[config.mk]
export PLATFORM = sky130hd
export DESIGN_NAME = control_mc
export DESIGN_NICKNAME = d
export VERILOG_FILES = /design/src/rtl/ctrl_pkg.sv /design/src/rtl/ctrl_decode.sv /design/src/rtl/control_mc.sv
export SDC_FILE = /design/constraint.sdc
export NUM_CORES = 1
export LEC_CHECK = 0
export CAP_MARGIN = 40
export CORE_MARGIN = 4
export CORE_UTILIZATION = 40
export CTS_CLUSTER_DIAMETER = 150
export DETAILED_ROUTE_END_ITERATION = 8
export PLACE_DENSITY = 0.67
export SKIP_CTS_REPAIR_TIMING = 1
export SLEW_MARGIN = 0
export SYNTH_ARGS = -nofsm -noshare
export SYNTH_HDL_FRONTEND = slang
export SYNTH_SLANG_ARGS = --single-unit
export TNS_END_PERCENT = 30
[constraint.sdc]
create_clock -name clk -period 2.5 [get_ports clk]
set_input_delay 0.625 -clock clk [delete_from_list [all_inputs] [get_ports clk]]
set_output_delay 0.625 -clock clk [all_outputs]
set_load 0.03 [all_outputs]
[src/rtl/ctrl_pkg.sv]
// ctrl_pkg
//   Shared definitions for the multicycle RV32I control unit and the datapath
//   it drives. This file holds the following:
//     state_t      - control FSM states
//     class_t      - instruction class latched in DECODE
//     OP_*         - base opcodes recognised by the decoder
//     ALUO_*       - ALUo encodings (ALU operation select)
//     MTR_*        - mtr encodings (write-back source select)
//     PCSRC_*      - pc_src encodings (next-PC select)
//     CAUSE_*      - trap_cause encodings
//     alu_op_for() - ALUo value for an ALU-class instruction
package ctrl_pkg;

   typedef enum logic [2:0] {
      ST_RESET,
      ST_FETCH,
      ST_DECODE,
      ST_EXEC,
      ST_MEM,
      ST_WB,
      ST_TRAP
   } state_t;

   typedef enum logic [3:0] {
      CLS_NONE,
      CLS_R,
      CLS_LOAD,
      CLS_IMATH,
      CLS_STORE,
      CLS_BR,
      CLS_JAL,
      CLS_JALR,
      CLS_LUI,
      CLS_AUIPC
   } class_t;

   localparam logic [6:0] OP_R     = 7'b0110011;
   localparam logic [6:0] OP_LOAD  = 7'b0000011;
   localparam logic [6:0] OP_IMATH = 7'b0010011;
   localparam logic [6:0] OP_STORE = 7'b0100011;
   localparam logic [6:0] OP_BR    = 7'b1100011;
   localparam logic [6:0] OP_JAL   = 7'b1101111;
   localparam logic [6:0] OP_JALR  = 7'b1100111;
   localparam logic [6:0] OP_LUI   = 7'b0110111;
   localparam logic [6:0] OP_AUIPC = 7'b0010111;

   localparam logic [1:0] ALUO_ADD   = 2'b00;
   localparam logic [1:0] ALUO_BR    = 2'b01;
   localparam logic [1:0] ALUO_R     = 2'b10;
   localparam logic [1:0] ALUO_IMATH = 2'b11;

   localparam logic [1:0] MTR_ALU = 2'b00;
   localparam logic [1:0] MTR_MEM = 2'b01;
   localparam logic [1:0] MTR_PC4 = 2'b10;

   localparam logic [1:0] PCSRC_PC4     = 2'b00;
   localparam logic [1:0] PCSRC_PC_IMM  = 2'b01;
   localparam logic [1:0] PCSRC_RS1_IMM = 2'b10;

   localparam logic [1:0] CAUSE_NONE    = 2'b00;
   localparam logic [1:0] CAUSE_ILLEGAL = 2'b01;
   localparam logic [1:0] CAUSE_BUS     = 2'b10;

   // LUI and AUIPC both use a plain add: LUI adds to a zeroed A operand and
   // AUIPC adds to the PC. The datapath selects the A operand.
   function automatic logic [1:0] alu_op_for(class_t cls);
      case (cls)
         CLS_R:     return ALUO_R;
         CLS_IMATH: return ALUO_IMATH;
         default:   return ALUO_ADD;
      endcase
   endfunction

endpackage

[src/rtl/ctrl_decode.sv]
// ctrl_decode
//   Combinational opcode classifier used in the DECODE state.
//   Ports:
//     opcode   in  7  IR[6:0]
//     cls      out    instruction class (CLS_NONE for an unknown opcode)
//     illegal  out 1  opcode is not one of the supported RV32I base classes
module ctrl_decode
   import ctrl_pkg::*;
(
   input  logic [6:0] opcode,
   output class_t     cls,
   output logic       illegal
);

   always_comb begin
      case (opcode)
         OP_R:     cls = CLS_R;
         OP_LOAD:  cls = CLS_LOAD;
         OP_IMATH: cls = CLS_IMATH;
         OP_STORE: cls = CLS_STORE;
         OP_BR:    cls = CLS_BR;
         OP_JAL:   cls = CLS_JAL;
         OP_JALR:  cls = CLS_JALR;
         OP_LUI:   cls = CLS_LUI;
         OP_AUIPC: cls = CLS_AUIPC;
         default:  cls = CLS_NONE;
      endcase
   end

   assign illegal = (cls == CLS_NONE);

endmodule

[src/rtl/control_mc.sv]
// control_mc
//   Multicycle control unit for the RV32I core. It sequences each instruction
//   through FETCH / DECODE / EXEC / MEM / WB and drives the datapath enables
//   and mux selects. It waits on mem_ready for instruction and data accesses.
//   A bus timeout is optional. An illegal opcode causes a trap. The unit also
//   counts retired instructions.
//   Parameters:
//     MEM_TIMEOUT  not-ready cycles before a bus-error trap (0 = wait forever)
//     WB_MERGE     1 = ALU-class results written back in EXEC
//     CNT_W        width of the retired-instruction counter
//   Ports:
//     clk, rst               clock, asynchronous active-high reset
//     opcode, funct3         instruction fields, valid from DECODE onward
//     br_cond                branch comparator result
//     mem_ready              memory completes the current request
//     trap_clr               leave the TRAP state
//     mem_req, mem_we        memory request / store
//     ir_we, pc_we, pc_src   instruction-register and PC control
//     rf_we, mtr             register-file write and write-back source
//     ALUo, ALUs             ALU operation and B-operand-is-immediate
//     BranchType, MemType    funct3 latched at DECODE
//     trap, trap_cause       trap state and its cause
//     instret                retired-instruction count (wraps)
module control_mc
   import ctrl_pkg::*;
#(
   parameter int MEM_TIMEOUT = 16,
   parameter int WB_MERGE    = 0,
   parameter int CNT_W       = 32
) (
   input  logic             clk,
   input  logic             rst,
   input  logic [6:0]       opcode,
   input  logic [2:0]       funct3,
   input  logic             br_cond,
   input  logic             mem_ready,
   input  logic             trap_clr,
   output logic             mem_req,
   output logic             mem_we,
   output logic             ir_we,
   output logic             pc_we,
   output logic [1:0]       pc_src,
   output logic             rf_we,
   output logic [1:0]       ALUo,
   output logic             ALUs,
   output logic [1:0]       mtr,
   output logic [2:0]       BranchType,
   output logic [2:0]       MemType,
   output logic             trap,
   output logic [1:0]       trap_cause,
   output logic [CNT_W-1:0] instret
);

   // The counter only needs to reach MEM_TIMEOUT-1: expiry is detected on
   // the not-ready cycle that would make the count equal MEM_TIMEOUT.
   localparam int TMO_W = (MEM_TIMEOUT > 2) ? $clog2(MEM_TIMEOUT) : 1;
   localparam logic [TMO_W-1:0] TMO_LAST =
      TMO_W'((MEM_TIMEOUT > 0) ? MEM_TIMEOUT - 1 : 0);

   state_t           state;
   state_t           next_state;
   class_t           cls_q;
   class_t           dec_cls;
   logic             dec_illegal;
   logic [2:0]       f3_q;
   logic [1:0]       cause_q;
   logic [1:0]       cause_set;
   logic [TMO_W-1:0] tmo_cnt;
   logic             tmo_expire;
   logic             mem_wait;
   logic             retire;

   ctrl_decode u_decode (
      .opcode  (opcode),
      .cls     (dec_cls),
      .illegal (dec_illegal)
   );

   // A memory wait cycle is any FETCH or MEM cycle without mem_ready. When
   // mem_ready arrives in the same cycle as expiry, the access still wins,
   // because expiry only applies to a not-ready cycle.
   assign mem_wait   = ((state == ST_FETCH) || (state == ST_MEM)) && !mem_ready;
   assign tmo_expire = (MEM_TIMEOUT != 0) && (tmo_cnt == TMO_LAST);

   // An instruction retires on its last cycle. That is the cycle that hands
   // control back to FETCH from EXEC, MEM or WB. Leaving TRAP or RESET does
   // not retire an instruction.
   assign retire = (next_state == ST_FETCH) &&
                   ((state == ST_EXEC) || (state == ST_MEM) || (state == ST_WB));

   assign BranchType = f3_q;
   assign MemType    = f3_q;

   // NOTE: every signal written here gets a default first. Without that, a
   // path that skips an assignment would infer a latch.
   always_comb begin
      next_state = state;
      cause_set  = CAUSE_NONE;
      mem_req    = 1'b0;
      mem_we     = 1'b0;
      ir_we      = 1'b0;
      pc_we      = 1'b0;
      pc_src     = PCSRC_PC4;
      rf_we      = 1'b0;
      ALUo       = ALUO_ADD;
      ALUs       = 1'b0;
      mtr        = MTR_ALU;
      trap       = 1'b0;
      trap_cause = CAUSE_NONE;

      case (state)
         ST_RESET: next_state = ST_FETCH;

         ST_FETCH: begin
            mem_req = 1'b1;
            if (mem_ready) begin
               ir_we      = 1'b1;
               pc_we      = 1'b1;
               pc_src     = PCSRC_PC4;
               next_state = ST_DECODE;
            end else if (tmo_expire) begin
               next_state = ST_TRAP;
               cause_set  = CAUSE_BUS;
            end
         end

         ST_DECODE: begin
            if (dec_illegal) begin
               next_state = ST_TRAP;
               cause_set  = CAUSE_ILLEGAL;
            end else begin
               next_state = ST_EXEC;
            end
         end

         ST_EXEC: begin
            case (cls_q)
               CLS_BR: begin
                  ALUo       = ALUO_BR;
                  pc_we      = br_cond;
                  pc_src     = PCSRC_PC_IMM;
                  next_state = ST_FETCH;
               end
               CLS_JAL, CLS_JALR: begin
                  pc_we      = 1'b1;
                  pc_src     = (cls_q == CLS_JAL) ? PCSRC_PC_IMM : PCSRC_RS1_IMM;
                  rf_we      = 1'b1;
                  mtr        = MTR_PC4;
                  next_state = ST_FETCH;
               end
               CLS_LOAD, CLS_STORE: begin
                  ALUo       = ALUO_ADD;
                  ALUs       = 1'b1;
                  next_state = ST_MEM;
               end
               CLS_R, CLS_IMATH, CLS_LUI, CLS_AUIPC: begin
                  ALUo = alu_op_for(cls_q);
                  ALUs = (cls_q != CLS_R);
                  if (WB_MERGE != 0) begin
                     rf_we      = 1'b1;
                     mtr        = MTR_ALU;
                     next_state = ST_FETCH;
                  end else begin
                     next_state = ST_WB;
                  end
               end
               // DECODE never lets an illegal class reach EXEC. This branch
               // only makes sure a corrupted class cannot stall the core.
               default: next_state = ST_FETCH;
            endcase
         end

         ST_MEM: begin
            mem_req = 1'b1;
            mem_we  = (cls_q == CLS_STORE);
            if (mem_ready) begin
               next_state = (cls_q == CLS_LOAD) ? ST_WB : ST_FETCH;
            end else if (tmo_expire) begin
               next_state = ST_TRAP;
               cause_set  = CAUSE_BUS;
            end
         end

         ST_WB: begin
            rf_we      = 1'b1;
            mtr        = (cls_q == CLS_LOAD) ? MTR_MEM : MTR_ALU;
            next_state = ST_FETCH;
         end

         ST_TRAP: begin
            trap       = 1'b1;
            trap_cause = cause_q;
            if (trap_clr) next_state = ST_FETCH;
         end

         default: next_state = ST_RESET;
      endcase
   end

   // NOTE: sequential state uses non-blocking assignments. Every register
   // then samples the pre-edge values, whatever the statement order.
   always_ff @(posedge clk or posedge rst) begin
      if (rst) begin
         state   <= ST_RESET;
         cls_q   <= CLS_NONE;
         f3_q    <= 3'b000;
         cause_q <= CAUSE_NONE;
         tmo_cnt <= '0;
         instret <= '0;
      end else begin
         state <= next_state;

         if (state == ST_DECODE) begin
            cls_q <= dec_cls;
            f3_q  <= funct3;
         end

         // The cause is captured on entry to TRAP and held there. It is
         // cleared on the cycle that leaves TRAP.
         if (state == ST_TRAP) begin
            if (trap_clr) cause_q <= CAUSE_NONE;
         end else begin
            cause_q <= cause_set;
         end

         // Every cycle that is not a wait cycle clears the counter. So it is
         // always zero when FETCH or MEM is entered.
         if (mem_wait && (MEM_TIMEOUT != 0)) begin
            tmo_cnt <= tmo_cnt + TMO_W'(1);
         end else begin
            tmo_cnt <= '0;
         end

         if (retire) instret <= instret + CNT_W'(1);
      end
   end

endmodule

==> results.py <==
metrics = {
    "placed_design": {
        "dp.cells": 400,
        "dp_hpwl_um": 4440,
        "port_buffers": 67,
        "dp_worst_setup_slack_ns": 0.02476,
        "gp_congestion": 0.9116,
        "dpl-instance-area_um2": 3401,
    },
    "setup_path": {
        "max_stage_delay_ns": 0.47,
        "path_buf_inv": 3,
        "cp_max_fo": 8,
        "r2r_slack_ns": 0.30,
        "reg2reg_from": "cls_q[3]",
        "reg2reg_to": "instret[26]",
        "critPathSlowestCell": "dfrtp_2",
        "crit_chain": "inv_2 -> nor2_1 -> and2_1 -> nand2_1 -> inv_1 -> dlymetal6s2s_1",
        "critPathCaptureType": "output port",
        "crit_required_ns": 1.88,
        "ff2ff_path_depth": 6,
        "critPathLaunchType": "register",
        "arrival_ns": 1.73,
        "crit_family": "simple AND/OR/NAND/NOR gates",
        "path_class": "reg2out",
    },
    "floorplanning": {
        "die_height_um": 89.61,
        "num_io_pins": 68,
        "start_util": 0.4148,
        "chipWidth_um": 89.61,
        "coreArea_um2": 6422,
        "rows": 29,
        "dieArea_um2": 8029,
    },
    "layout": {
        "fin_util": 0.5519,
        "fin_cells": 408,
        "post-route-cell-area_um2": 3545,
        "diodes": 0,
        "nFillCells": 581,
        "num-nets-final": 347,
        "syn_to_final_growth_pct": 33.07,
        "drive_gt1_frac": 0.1390,
    },
    "clock_network": {
        "ctsHtreeMaxLevel": 2,
        "clk_path_buf_depth": 2,
        "clk_pin_slew_ns": 0.09,
        "cts_made_buffers": 5,
        "clockRootBuffer": "clkbuf_8",
        "clk-insertion-delay-late_ns": 0.30,
        "cts_tree": "yes",
        "clkSinkCount": 48,
    },
    "timing": {
        "skew_ns": 0.01153,
        "setup_violations": 0,
        "hold_violations": 0,
        "tightest_slew_ns": 0.7582,
        "drv_slew": 0,
        "fin_crit_ns": 2.351,
        "post-route-period-util": 0.9403,
        "grt_setup_unrepaired": "no",
        "slew_headroom": 0.4945,
        "tns_ns": 0,
        "worst_slack_ns": 0.1492,
        "max_freq_ghz": 0.4254,
        "holdWs_ns": 0.4726,
    },
    "power_and_ir_drop": {
        "p_int_mw": 1.709,
        "p_seq_frac": 0.358,
        "power_mw": 3.013,
        "clockPowerShare": 0.166,
        "netSwitchingFraction": 0.4330,
        "powerDensity_nw_per_um2": 850.1,
        "p_leak_nw": 1.576,
        "combinationalPowerShare": 0.476,
        "net-switching-power_mw": 1.305,
        "vdd_drop_max_mv": 0.6633,
    },
    "synthesis": {
        "syn_area_um2": 2664,
        "yosys_warnings": 0,
        "ys_types": 50,
        "synth_seq_area_share": 0.4509,
        "syn_nets": 281,
        "synthFlopType": "dfrtp_1",
        "synth-seq-cells": 48,
        "synth_top_area_frac": 0.4509,
        "synth.avg_cell_area_um2": 10.09,
        "syn_inst": 264,
        "yosysTopAreaCell": "dfrtp_1",
        "synth-edff-count": 0,
        "synth_async_sr_flop_share": 1.000,
        "synth_area_leaders": "dfrtp_1 (45%), xor2_1 (7.2%), xnor2_1 (4.3%)",
    },
    "detailed_routing": {
        "drt_iter0_drc": 150,
        "drc_errors": 0,
        "vias": 2174,
        "totalWireLength_um": 6023,
        "via_per_inst": 5.328,
        "wl_per_cell_um": 14.76,
        "ant_nets": 0,
        "drtPass1Iterations": 4,
    },
    "min_path": {
        "worstHoldStart": "instret[31]",
        "holdPathEnd": "instret[31]",
        "hold_path_class": "reg2reg",
        "whs_path_depth": 1,
    },
    "grt": {
        "grt_pass1_vias": 2101,
        "track_usage": 0.1598,
        "grt_pass1_wl_um": 10040,
        "overflow": 0,
        "grt_max_degree": 30,
        "antenna_found_initial": 0,
    },
    "flow_run": {
        "drv_cap": 0,
    },
    "status": {
        "status": "finished clean",
    },
}
## worst register-to-register path: stages, from the launching register on
cell and delay, ns:
dfrtp_1 0.48, buf_4 0.19, nor4b_2 0.34, a21oi_2 0.11, a31oi_4 0.63, nor3_1 0.17
xor2_1 0.18
## layout make-up
type | instances | area, µm² | area share
Clock inverter | 2 | 13.76 | 0.003883
Clock buffer | 6 | 82.58 | 0.02330
Sequential cell | 48 | 1202 | 0.3392
Multi-Input combinational cell | 192 | 1363 | 0.3844
Timing Repair Buffer | 76 | 760.7 | 0.2146
Tap cell | 77 | 96.34 | 0.02718
Inverter | 7 | 26.28 | 0.007413
## power groups by stage
| stage | Combinational, mW | Clock (mW) | Sequential [mW] |
|---|---|---|---|
| after floorplan | 0.919 | 0 | 1.16 |
| after global placement | 1.42 | 0 | 1.08 |
| after detailed placement | 1.43 | 0 | 1.08 |
| after CTS | 1.43 | 0.517 | 1.07 |
| after global routing | 1.55 | 0.559 | 1.10 |
| final | 1.43 | 0.500 | 1.08 |
## registers in the layout, summed over array words and instances, names as in the netlist
| name | flops |
|---|---|
| BranchType | 3 |
| cause_q | 2 |
| cls_q | 4 |
| instret | 32 |
| state | 3 |
| tmo_cnt | 4 |
## worst max-delay path by stage
stage                        start       endpoint  cells after the start
after detailed placement  state[2]  trap_cause[1]                      6
after global routing      state[2]  trap_cause[0]                      6
final                     state[2]  trap_cause[1]                      6
after global placement    state[2]  trap_cause[0]                      6
after CTS                 state[2]  trap_cause[1]                      6
after floorplan           cls_q[1]         mem_we                      3
## layout by cell type, fill, tap and decap left out, types with 6 or more instances in the layout
master | Yosys | routed
buf_4 | 6 | 12
nand2_1 | 26 | 26
and2_1 | 6 | 6
clkbuf_8 | 0 | 6
nand2b_1 | 7 | 7
nand3_1 | 15 | 15
clkdlybuf4s50_1 | 0 | 52
nor2_1 | 16 | 16
xor2_1 | 22 | 22
nor3_1 | 11 | 11
a21oi_1 | 6 | 6
dfrtp_1 | 48 | 47
dlymetal6s2s_1 | 0 | 10
nand4_1 | 10 | 10
xnor2_1 | 13 | 13
## cell usage after synthesis, types with 2 or more instances
library cell,number
nand4_1,10
buf_4,6
nor2_1,16
nor4_2,5
dfrtp_1,48
nand3_1,15
nor3b_1,4
mux2_2,3
nor4b_2,4
o22ai_1,2
clkbuf_1,4
buf_2,5
nand2_1,26
a21oi_1,6
and2_1,6
a22oi_1,2
xnor2_1,13
ha_1,2
nand3b_1,2
and4_1,5
nor3_1,11
o21ai_0,3
xor2_1,22
and3_1,5
or3_1,2
nand2b_1,7
inv_1,6
nor4b_1,2
## cells by family after synthesis
logic type / count (synthesis) / share of synthesized area
compound gates: 26 / 0.07657
xor+xnor: 35 / 0.1151
fa+ha+maj: 2 / 0.009393
buf+inv: 24 / 0.04743
flops: 48 / 0.4509
mux: 4 / 0.01644
simple gates: 125 / 0.2842
## metal layers
metal,global-route usage,wire [µm]
met3,0.03650,244
met2,0.2453,2808
met5,0,0
met1,0.2274,2929
met4,0.04195,40
Note: power is estimated with default switching activity, not from simulation.
